--- config.mk ---
export PLATFORM = sky130hd
export DESIGN_NAME = datapath_sequencer
export DESIGN_NICKNAME = d
export VERILOG_FILES = /design/src/rtl/datapath_sequencer_pkg.sv /design/src/rtl/datapath_sequencer_prog_mem.sv /design/src/rtl/datapath_sequencer.sv
export SDC_FILE = /design/constraint.sdc
export NUM_CORES = 1
export LEC_CHECK = 0
export CAP_MARGIN = 30
export CORE_AREA = 2 2 122 124
export DETAILED_ROUTE_END_ITERATION = 10
export DIE_AREA = 0 0 124 126
export GPL_TIMING_DRIVEN = 0
export HOLD_SLACK_MARGIN = 0.02
export PLACE_DENSITY = 0.87
export SLEW_MARGIN = 20
export SYNTH_ARGS = -nofsm -noshare
export SYNTH_HDL_FRONTEND = slang
export SYNTH_HIERARCHICAL = 1
export SYNTH_SLANG_ARGS = --single-unit
--- constraint.sdc ---
create_clock -name clk -period 3.55 [get_ports clk]
set_input_delay 0.5325 -clock clk [delete_from_list [all_inputs] [get_ports clk]]
set_output_delay 0.5325 -clock clk [all_outputs]
set_load 0.01 [all_outputs]
--- src/rtl/datapath_sequencer_pkg.sv ---
// Shared types for the microcoded datapath sequencer:
// control-word layout, program-word layout and FSM encoding.
package datapath_sequencer_pkg;

  typedef struct packed {
    logic       r_en;
    logic       q_en;
    logic [1:0] shift_op;
    logic       mux_sel;
    logic [2:0] alu_op;
  } ctrl_t;

  typedef struct packed {
    logic       last;
    logic [2:0] rpt;
    ctrl_t      ctrl;
  } prog_word_t;

  typedef enum logic [1:0] {
    ST_IDLE = 2'd0,
    ST_RUN  = 2'd1,
    ST_DONE = 2'd2
  } state_e;

endpackage

--- src/rtl/datapath_sequencer_prog_mem.sv ---
// Program store: synchronous write, combinational read.
// Contents are deliberately not touched by reset.
module seq_prog_mem
  import datapath_sequencer_pkg::*;
#(
  parameter int DEPTH = 16,
  parameter int AW    = 4
) (
  input  logic          clk,
  input  logic          we_i,
  input  logic [AW-1:0] waddr_i,
  input  prog_word_t    wdata_i,
  input  logic [AW-1:0] raddr_i,
  output prog_word_t    rdata_o
);

  prog_word_t mem_q [DEPTH];

  always_ff @(posedge clk) begin
    if (we_i) mem_q[waddr_i] <= wdata_i;
  end

  assign rdata_o = mem_q[raddr_i];

endmodule

--- src/rtl/datapath_sequencer.sv ---
// Sequencer that replays program entries as registered
// datapath control words, each repeated rpt+1 cycles.
module datapath_sequencer
  import datapath_sequencer_pkg::*;
#(
  parameter int DEPTH = 16,
  parameter int AW    = 4
) (
  input  logic          clk,
  input  logic          rst,
  input  logic          prog_we,
  input  logic [AW-1:0] prog_addr,
  input  logic [11:0]   prog_data,
  input  logic          start,
  input  logic [AW-1:0] start_addr,
  input  logic          abort,
  output logic [7:0]    ctrl_bus,
  output logic          busy,
  output logic          done,
  output logic [AW-1:0] pc,
  output logic          err
);

  state_e        state_q, state_d;
  logic [AW-1:0] pc_q, pc_d;
  logic [2:0]    rcnt_q, rcnt_d;
  logic          last_q, last_d;
  ctrl_t         ctrl_q, ctrl_d;
  logic          err_q, err_d;
  logic          idle;
  logic          mem_we;
  logic [AW-1:0] rd_addr;
  prog_word_t    rd_word;

  assign idle    = (state_q == ST_IDLE);
  assign mem_we  = prog_we & idle & ~rst;
  assign rd_addr = idle ? start_addr : pc_q + AW'(1);

  seq_prog_mem #(
    .DEPTH(DEPTH),
    .AW   (AW)
  ) u_mem (
    .clk    (clk),
    .we_i   (mem_we),
    .waddr_i(prog_addr),
    .wdata_i(prog_word_t'(prog_data)),
    .raddr_i(rd_addr),
    .rdata_o(rd_word)
  );

  // Entry fields are latched on load so a same-cycle
  // write cannot alter the entry already being issued.
  always_comb begin
    state_d = state_q;
    pc_d    = pc_q;
    rcnt_d  = rcnt_q;
    last_d  = last_q;
    ctrl_d  = '0;
    case (state_q)
      ST_IDLE: begin
        if (start) begin
          state_d = ST_RUN;
          pc_d    = start_addr;
          rcnt_d  = rd_word.rpt;
          last_d  = rd_word.last;
          ctrl_d  = rd_word.ctrl;
        end
      end
      ST_RUN: begin
        if (abort) begin
          state_d = ST_DONE;
        end else if (rcnt_q != 3'd0) begin
          rcnt_d = rcnt_q - 3'd1;
          ctrl_d = ctrl_q;
        end else if (last_q) begin
          state_d = ST_DONE;
        end else begin
          pc_d   = pc_q + AW'(1);
          rcnt_d = rd_word.rpt;
          last_d = rd_word.last;
          ctrl_d = rd_word.ctrl;
        end
      end
      ST_DONE: state_d = ST_IDLE;
      default: state_d = ST_IDLE;
    endcase
  end

  assign err_d = err_q | (~idle & (start | prog_we));

  always_ff @(posedge clk) begin
    if (rst) begin
      state_q <= ST_IDLE;
      pc_q    <= '0;
      rcnt_q  <= '0;
      last_q  <= 1'b0;
      ctrl_q  <= '0;
      err_q   <= 1'b0;
    end else begin
      state_q <= state_d;
      pc_q    <= pc_d;
      rcnt_q  <= rcnt_d;
      last_q  <= last_d;
      ctrl_q  <= ctrl_d;
      err_q   <= err_d;
    end
  end

  assign ctrl_bus = ctrl_q;
  assign busy     = (state_q == ST_RUN);
  assign done     = (state_q == ST_DONE);
  assign pc       = pc_q;
  assign err      = err_q;

endmodule

==> flow_metrics.tcl <==
set metrics [dict create \
    status "finished, final reports clean" \
    dpl-instance-area_um2 9160 \
    finalSetupViolCount 0 \
    port_buffers 39 \
    grtUsageMet2_pct 41.3 \
    first_pass_iters 5 \
    start_util_pct 58.4 \
    instances_no_fill 700 \
    grt_max_degree 17 \
    grt.busiest_layer "met2" \
    tightest_slew_ns 0.837 \
    power_density_nw_per_um2 567 \
    cpPeakStageDelay_ns 0.64 \
    max-cap-violations 0 \
    syn-num-nets 452 \
    drive_gt1_share_pct 20.7 \
    p_leak_nw 3.24 \
    rsz0062_at_grt "false" \
    fp.dieArea_um2 15600 \
    cp_cell_sequence "clkdlybuf4s50_1, clkbuf_1, nor4b_1, clkdlybuf4s18_2, or3b_1, nor3_2, buf_6" \
    io_pins 40 \
    grt_pass1_vias 4638 \
    synth_seq_cells 211 \
    ys_warn_count 6 \
    crit_family "buffers and inverters" \
    fin_ws_ns 0.377 \
    synth_cells 424 \
    cp-start-kind "primary input" \
    min_path_type "reg -> reg" \
    arrival_ns 3.38 \
    path_max_fanout 10 \
    ir_drop_mv 0.491 \
    critPathBufInv 4 \
    num_vias 4501 \
    n_antenna_cell 0 \
    fin_tns_setup_ns 0 \
    drc 0 \
    synth.avg_cell_area_um2 19.7 \
    max_freq_mhz 315 \
    numPlacedInstances 661 \
    die_h_um 126 \
    cts_made_buffers 21 \
    clockRootBuffer "clkbuf_16" \
    cts_sinks 211 \
    worstSetupPathType "in -> reg" \
    path_depth 7 \
    grt.met1_usage_pct 33.4 \
    slew_headroom_pct 44.2 \
    fin_skew_ns 0.0164 \
    core.rowCount 44 \
    routedWlPerCell_um 26.2 \
    clock_latency_ns 0.50 \
    rrSetupSlack_ns 0.39 \
    grt_usage_pct 24.6 \
    viasPerCell 6.43 \
    cts_tree "built" \
    required_ns 3.75 \
    grt_pass1_wl_mm 27.5 \
    nets 529 \
    grt_overflow 0 \
    cts_setup_buffers 0 \
    clk_path_buf_depth 3 \
    reg2reg_depth 12 \
    cpMaxStageDelayCell "clkdlybuf4s50_1" \
    syn_to_final_growth_pct 17.8 \
    chipWidth_um 124 \
    finalCritPeriodShare_pct 89.4 \
    num-fill-cells 882 \
    synth_cell_type_count 43 \
    totalWireLength_mm 18.4 \
    synth_area_um2 8360 \
    cp-end-kind "register" \
    dp_slack_ns -0.0256 \
    antenna_left 0 \
    gp_congestion 0.786 \
    drt-initial-drc-count 450 \
    min_period_ns 3.17 \
    ctsHoldBuffers 0 \
    fin_area_um2 9850 \
    core_area_um2 14300 \
    dp_hpwl_mm 11.7 \
    clk_pin_slew_ns 0.06 \
    drv_slew 0 \
    met3_usage_pct 3.67 \
    hold_depth 2 \
    antenna_found_initial 0 \
    htree_levels 1 \
    hold_viol 0 \
    ctsResizeCount 0 \
    yosysSeqAreaShare_pct 73.5 \
]
flip-flops by register name, indices dropped and copies added (netlist names):
name,cells
ctrl_bus,8
err,1
last_q,1
pc,4
rcnt_q,3
state_q,2
u_mem/mem_q,192
routing by layer:
metal	share of wire, %	vias up	routed length (um)
li1	-	1912	-
met4	3.7	0	687
met3	8.4	49	1540
met1	37	2297	6820
met5	0	-	0
met2	51	243	9320
per-stage QoR:
step	hold slack [ns]	total power, W	utilization [%]
floorplan	0.432	0.00323	-
global placement	0.439	0.00343	62.7
detailed placement	0.458	0.00346	64.0
CTS	0.474	0.00561	68.7
global route	0.509	0.00576	68.8
finish	0.467	0.00558	68.8
final timing paths:
path,to,startpoint
setup reg to reg,rcnt_q[2]$_SDFFE_PP0P_,state_q[0]$_SDFFE_PP0P_
hold reg to reg,err$_SDFF_PP0_,err$_SDFF_PP0_
hold / removal,err$_SDFF_PP0_,err$_SDFF_PP0_
setup / recovery,u_mem/mem_q[0][3]$_DFFE_PP_,rst
worst min-delay path, stage by stage, from the launching register on:
cell and delay [ns]:
dfxtp_1 0.32, nor2_1 0.05, nor2_1 0.07
cell usage in the layout, fill, tap and decap left out, drive strengths merged, types with 2 or more instances in the layout:
cell type      netlist  final
buf                 11     24
edfxtp             192    192
mux4                48     48
a21oi               10     10
nor2b                4      4
mux2i                3      3
a22oi               24     24
a22o                 8      8
nand3                2      2
o32ai                2      2
mux2                 2      2
clkdlybuf4s50        0     39
clkinvlp             0      3
ha                   3      3
o21ai                6      6
nand2b               8      8
bufinv               0      2
nand3b               3      3
or3b                 2      2
nor3                 7      7
clkinv               0      7
dfxtp               19     19
nor2                23     23
clkbuf               7     32
nand2               19     19
inv                  6      8
Yosys cell counts, drive strengths merged:
cell type	number	share of area (%)
edfxtp	192	69
mux4	48	14
a22oi	24	2.2
nor2	23	1.2
dfxtp	19	4.6
nand2	19	0.85
buf	11	1.2
a21oi	10	0.69
a22o	8	0.84
nand2b	8	0.60
clkbuf	7	0.31
nor3	7	0.42
inv	6	0.27
o21ai	6	0.36
nor2b	4	0.30
ha	3	0.45
mux2i	3	0.36
nand3b	3	0.27
mux2	2	0.27
nand3	2	0.12
o32ai	2	0.39
or3b	2	0.21
a21bo	1	0.12
a21boi	1	0.090
a221o	1	0.12
a311o	1	0.12
and2	1	0.075
and2b	1	0.090
and3b	1	0.10
nor4	1	0.15
nor4b	1	0.10
o2bb2ai	1	0.10
o31a	1	0.10
o32a	1	0.12
or3	1	0.075
xnor2	1	0.10
xor2	1	0.10
cells by family after synthesis:
group | after synthesis | share of synthesized area, %
flip-flops | 211 | 73.5
AND/OR/NAND/NOR | 74 | 4.60
AO/OA/AOI/OAI | 57 | 5.21
multiplexers | 53 | 14.2
buffers and inverters | 24 | 1.78
adder cells (fa/ha/maj) | 3 | 0.449
XOR/XNOR | 2 | 0.210
area by class of cell:
class / instances / area, um^2 / share of cell area [%]
tap: 184 / 230 / 2.34
buffer: 18 / 126 / 1.28
sequential: 211 / 6150 / 62.4
multi-input combinational: 189 / 2090 / 21.2
clock inverter: 14 / 139 / 1.41
clock buffer: 24 / 537 / 5.45
timing repair buffer: 54 / 554 / 5.63
inverter: 6 / 22.5 / 0.229
power breakdown:
| group | switching, W | leakage (nW) | internal, W | total [W] |
|---|---|---|---|---|
| registers | 0.0000249 | 1.88 | 0.00275 | 0.00277 |
| clock network | 0.000917 | 0.321 | 0.00125 | 0.00216 |
| logic | 0.000352 | 1.04 | 0.000300 | 0.000652 |
(Power assumes the default switching activity.)
